**src/rtl/uart_pkg.sv**
```systemverilog
// Shared UART definitions used by both the transmitter and the receiver.
package uart_pkg;

    typedef enum logic {IDLE, TRANSMITTING} uart_state_t;

    localparam int UART_FRAME_BITS = 10;
    localparam int UART_DATA_BITS  = 8;

endpackage

```
**src/rtl/uart_tx.sv**
```systemverilog
// 8N1 UART transmitter: one start bit, eight data bits LSB first, one stop bit.
// TX is a registered copy of the shift register LSB, so the line is glitch-free.
module uart_tx
    import uart_pkg::*;
#(
    parameter int BAUD_DIV = 2604
) (
    input  logic       clk,
    input  logic       rst_n,
    input  logic       trmt,
    input  logic [7:0] tx_data,
    output logic       TX,
    output logic       busy,
    output logic       tx_done
);

    localparam int                BAUD_W    = $clog2(BAUD_DIV);
    localparam logic [BAUD_W-1:0] BAUD_LAST = BAUD_W'(BAUD_DIV - 1);
    localparam logic [3:0]        LAST_BIT  = 4'(UART_FRAME_BITS - 1);

    uart_state_t                 state, state_nxt;
    logic [BAUD_W-1:0]           baud_cnt, baud_cnt_nxt;
    logic [3:0]                  bit_cnt, bit_cnt_nxt;
    logic [UART_DATA_BITS:0]     shift_reg, shift_reg_nxt;
    logic                        tx_done_nxt;

    always_ff @(posedge clk or negedge rst_n) begin
        if (!rst_n) begin
            state     <= IDLE;
            baud_cnt  <= '0;
            bit_cnt   <= '0;
            shift_reg <= '1;
            tx_done   <= 1'b0;
            TX        <= 1'b1;
        end else begin
            state     <= state_nxt;
            baud_cnt  <= baud_cnt_nxt;
            bit_cnt   <= bit_cnt_nxt;
            shift_reg <= shift_reg_nxt;
            tx_done   <= tx_done_nxt;
            TX        <= shift_reg[0];
        end
    end

    always_comb begin
        state_nxt     = state;
        baud_cnt_nxt  = baud_cnt;
        bit_cnt_nxt   = bit_cnt;
        shift_reg_nxt = shift_reg;
        tx_done_nxt   = tx_done;
        case (state)
            IDLE: begin
                if (trmt) begin
                    state_nxt     = TRANSMITTING;
                    shift_reg_nxt = {tx_data, 1'b0};
                    bit_cnt_nxt   = '0;
                    baud_cnt_nxt  = '0;
                    tx_done_nxt   = 1'b0;
                end
            end
            TRANSMITTING: begin
                if (baud_cnt == BAUD_LAST) begin
                    // Shifting in 1s leaves the register idling high once the frame ends.
                    baud_cnt_nxt  = '0;
                    shift_reg_nxt = {1'b1, shift_reg[UART_DATA_BITS:1]};
                    if (bit_cnt == LAST_BIT) begin
                        state_nxt   = IDLE;
                        tx_done_nxt = 1'b1;
                        bit_cnt_nxt = '0;
                    end else begin
                        bit_cnt_nxt = bit_cnt + 4'd1;
                    end
                end else begin
                    baud_cnt_nxt = baud_cnt + 1'b1;
                end
            end
            default: state_nxt = IDLE;
        endcase
    end

    assign busy = (state == TRANSMITTING);

endmodule
```
**config.mk**
```make
export PLATFORM = sky130hd
export DESIGN_NAME = uart_tx
export DESIGN_NICKNAME = d
export VERILOG_FILES = /design/src/rtl/uart_pkg.sv /design/src/rtl/uart_tx.sv
export SDC_FILE = /design/constraint.sdc
export NUM_CORES = 1
export LEC_CHECK = 0
export CORE_MARGIN = 10
export CORE_UTILIZATION = 60
export DETAILED_ROUTE_END_ITERATION = 16
export HOLD_SLACK_MARGIN = 0.12
export PLACE_DENSITY = 0.88
export SKIP_CTS_REPAIR_TIMING = 1
export SLEW_MARGIN = 20
export SYNTH_ARGS = -nofsm -noshare
export SYNTH_HDL_FRONTEND = slang
export SYNTH_SLANG_ARGS = --single-unit
```
**constraint.sdc**
```tcl
create_clock -name clk -period 3.3 [get_ports clk]
set_input_delay 0.33 -clock clk [delete_from_list [all_inputs] [get_ports clk]]
set_output_delay 0.33 -clock clk [all_outputs]
set_load 0.02 [all_outputs]
```
== After elaboration in Yosys (flattened, before gate mapping) ==
Index checks and enable logic that the tools add are counted.
Widths: inputs -> output; s select.

* Input port bits: 11
* Output and inout bits: 3
* Flip-flop bits (word level): 28

* Bitwise logic cells: 1
* Reduce and logical (&&, ||, !) cells: 2
* $add $sub $neg: 2
* Muxes and demuxes: 18
* Eq/ne operators: 5

{| class="wikitable"
|+ Operators with widths
! cell !! count
|-
| $mux 12 || 2
|-
| $pmux 12 s2 || 1
|-
| $mux 9 || 2
|-
| $pmux 9 s2 || 1
|-
| $add 12x1->12 const B || 1
|-
| $eq 12x12->1 const B || 1
|-
| $mux 4 || 3
|-
| $pmux 4 s2 || 1
|-
| $mux 1 || 6
|-
| $add 4x1->4 const B || 1
|-
| $eq 4x4->1 const B || 1
|-
| $ne 2x1->1 const B || 2
|-
| $pmux 1 s2 || 2
|-
| $reduce_and 3->1 || 1
|-
| $ne 2x2->1 const B || 1
|-
| $reduce_and 2->1 || 1
|-
| $not 1->1 || 1
|}

== Longest topological paths before layout ==
* Depth in word-level cells: 4
* Mapped depth: 6

== Worst setup path after synthesis ==
OpenSTA, ideal clock, no wires.

* Path kind: register -> register
* From: register baud_cnt[0]
* To: register baud_cnt[9]
* Arrival time: 1676 ps
* Cell stages (with the launch flop): 6
* Period minus slack after synthesis: 1763 ps
* Path slack: 1537 ps
* Setup time: 87 ps
* Data required time: 3213 ps
* Path through: dfrtp_1 ha_1 and4bb_1 a31o_4 or4_1 o211ai_1

* Cells in the longest elaborated chain, start to end: 3
* Elaborated cells between the ends (all ways): 4
* Those cells by class: 1 x add/sub; 1 x eq/ne; 2 x mux

{| class="wikitable"
|+ Ends and longest elaborated chain
! element !! line !! RTL
|-
| start: declaration || uart_tx.sv:22 || <nowiki>logic [BAUD_W-1:0] baud_cnt, baud_cnt_nxt;</nowiki>
|-
| start signal: assignment || uart_tx.sv:37 || <nowiki>baud_cnt <= baud_cnt_nxt;</nowiki>
|-
| $add 12x1->12 or $eq 12x12->1 (tied branches) || uart_tx.sv:74, uart_tx.sv:62 ||
|-
| $mux 12 (*) || uart_tx.sv:62 || <nowiki>if (baud_cnt == BAUD_LAST) begin</nowiki>
|-
| $pmux 12 s2 (*) || uart_tx.sv:51 || <nowiki>case (state)</nowiki>
|}

Every way passes the cells marked *; elsewhere a longest branch is shown, timed or not.
A chain may end at the register's enable or synchronous reset.

== Final worst setup path ==
* From: register state, in the netlist busy
* To: output busy

{| class="wikitable"
|+ RTL lines
! element !! line !! RTL
|-
| start: declaration || uart_tx.sv:21 || <nowiki>uart_state_t state, state_nxt;</nowiki>
|-
| start signal: assignment || uart_tx.sv:36 || <nowiki>state <= state_nxt;</nowiki>
|-
| end: declaration || uart_tx.sv:13 || <nowiki>output logic busy,</nowiki>
|}

No word-level cell between the ends.

==> impl_metrics.toml <==
[power_and_ir_drop]
peakVddDrop_v = 0.000339
p_total_uw = 536
p_per_area_nw_per_um2 = 316
cellLeakagePower_uw = 0.000739

[placed_design]
place_inst = 194
gp_congestion = 0.898
dp_slack_ns = 1.09
dpl.hpwl_um = 2440
port_buffers = 13

[route]
dr_total_vias = 1265
dr.pass1.iters = 4
wl_um = 3340
drtIter0Drc = 166
wl_per_cell_um = 16.8
drc = 0
ant_nets = 0
via_per_inst = 6.39

[cells_and_area]
multi_input_area_um2 = 754
largest_register_ffs = 12
stdcell_count = 198
fillers = 174
area_delta_synth_final_pct = 12.0
register_area_um2 = 713
diodes = 0
drive_gt1_frac = 0.119
fin_util = 0.697
final_nets = 183

[yosys]
synthTopCellsByCount = "dfrtp_1, o21ai_0, nand2_1"
synth_top_area_share = 0.298
yosys_warnings = 0
ys.flop_type = "dfrtp_1"
synth_area_um2 = 1510
async_reset_ff_frac = 1.00
ys_seq_elements = 28
avgSynthCellArea_um2 = 9.70
synthTopCellsByArea = "dfrtp_1, dfstp_2, mux2i_1"
synth_most_common_cell = "dfrtp_1"
synth_enable_flop_cells = 0
syn_inst = 156
syn_nets = 170
seq_area_frac_synth = 0.471
post_synth_num_cell_types = 34
yosysTopAreaCell = "dfrtp_1"

[cts]
path_clk_slew_ns = 0.14
clk_latency_ns = 0.33
cts_tree = "built"
clock_sinks = 28
cts.htree.levels = 1
clockBufferDepth = 2
cts_root_buffer = "clkbuf_4"
numCtsBuffers = 3

[worst_setup_path]
crit_slowest_cell = "dfrtp_1"
setup.worst_path.end_class = "output pin"
cp.depth = 1
cp_max_fo = 26
cpPeakStageDelay_ns = 0.88
worstPathArrival_ns = 1.95
cp.buffers_inverters = 1
reg2reg_to = "baud_cnt[9]"
worstSetupStartpointType = "register"
cp.required_ns = 2.97
reg2reg_from = "busy"
path_class = "register to output pin"
cp_cell_sequence = "clkdlybuf4s50_1"
critPathTopFamily = "flip-flops"
r2r_slack_ns = 1.03
worst-r2r-cell-count = 4

[hold_path]
hold_class = "register to register"
hp-start = "shift_reg[0]"
hold_depth = 0
hold_end = "TX"

[die]
core_area_um2 = 2430
dieArea_um2 = 4930
die_w_um = 70.2
die_h_um = 70.2
ios = 14
rows = 18
initial_core_util = 0.622

[global_routing]
grt_max_degree = 27
antenna_found_initial = 0
grtUsageMet1 = 0.172
grtUsageMet3 = 0.0325
grt_usage = 0.132
grt-ovfl-total = 0
top_usage_layer = "met2"
grt_pass1_vias = 1238
met2_usage = 0.208
grt_first_pass_wirelength_um = 5600

[timing]
setup_slack_ns = 1.02
rsz0062_at_grt = "false"
setup_viol = 0
drv_slew = 0
period_share = 0.690
fmax_ghz = 0.439
clock_skew_ns = 0.0125
worst_slew_pin_slew_ns = 0.984
final_hold_viol_count = 0
finalCriticalPeriod_ns = 2.28
tns_ns = 0
slew_headroom = 0.342

[run_status]
outcome = "complete, no violations"

[job]
maxCapViolCount = 0
[placed cells by master, fill, tap and decap left out, types with 4 or more instances in the layout]
cell type | Yosys | final
a211oi_1 | 7 | 7
nor2b_1 | 7 | 7
nand2_1 | 12 | 12
inv_1 | 5 | 5
a21oi_1 | 10 | 10
nor2_1 | 7 | 7
nand3_1 | 9 | 9
mux2i_1 | 10 | 10
o21ai_0 | 16 | 16
dfstp_2 | 10 | 10
dfrtp_1 | 18 | 18
clkdlybuf4s50_1 | 0 | 13
a22o_1 | 4 | 4
[cell families (layout without fill, tap and decap cells)]
group	count (synthesis)	count (layout)	synth area share
AOI/OAI and AO/OA	47	47	0.198
adders and majority gates	3	3	0.0248
DFF	28	28	0.471
buffers and inverters	12	24	0.0306
and+or+nand+nor	56	56	0.209
muxes	10	10	0.0661
[cell type report]
cell class / count / area share
multi-input combinational: 116 / 0.445
sequential: 28 / 0.421
timing repair buffer: 15 / 0.0856
tap: 30 / 0.0221
clock buffer: 4 / 0.0155
inverter: 5 / 0.0111
[report_power, final]
group	internal (uW)	leakage [uW]	switching (uW)	total, uW
sequential	352	0.000289	3.36	355
clock	47.4	0.0000150	101	149
combinational	17.7	0.000435	14.9	32.6
total	417	0.000739	119	536
[layer usage]
layer / part of all wire / wire length (um)
met1: 0.46 / 1530
met2: 0.48 / 1590
met3: 0.043 / 143
met4: 0.020 / 68
met5: 0 / 0
[through the flow]
step                      area, um2  hold slack (ns)
after floorplan                1510           0.0344
after global placement         1670            0.368
after detailed placement       1670            0.371
after CTS                      1700            0.390
after global routing           1700            0.395
final                          1700            0.391
[worst max-delay path by stage]
stage / to / slack (ns) / startpoint
floorplan: baud_cnt[9] / 1.54 / baud_cnt[0]
global placement: baud_cnt[9] / 1.19 / busy
detailed placement: baud_cnt[9] / 1.09 / busy
CTS: busy / 1.06 / busy
global route: baud_cnt[9] / 0.89 / busy
finish: busy / 1.02 / busy
Note: power is estimated with default switching activity, not from simulation.
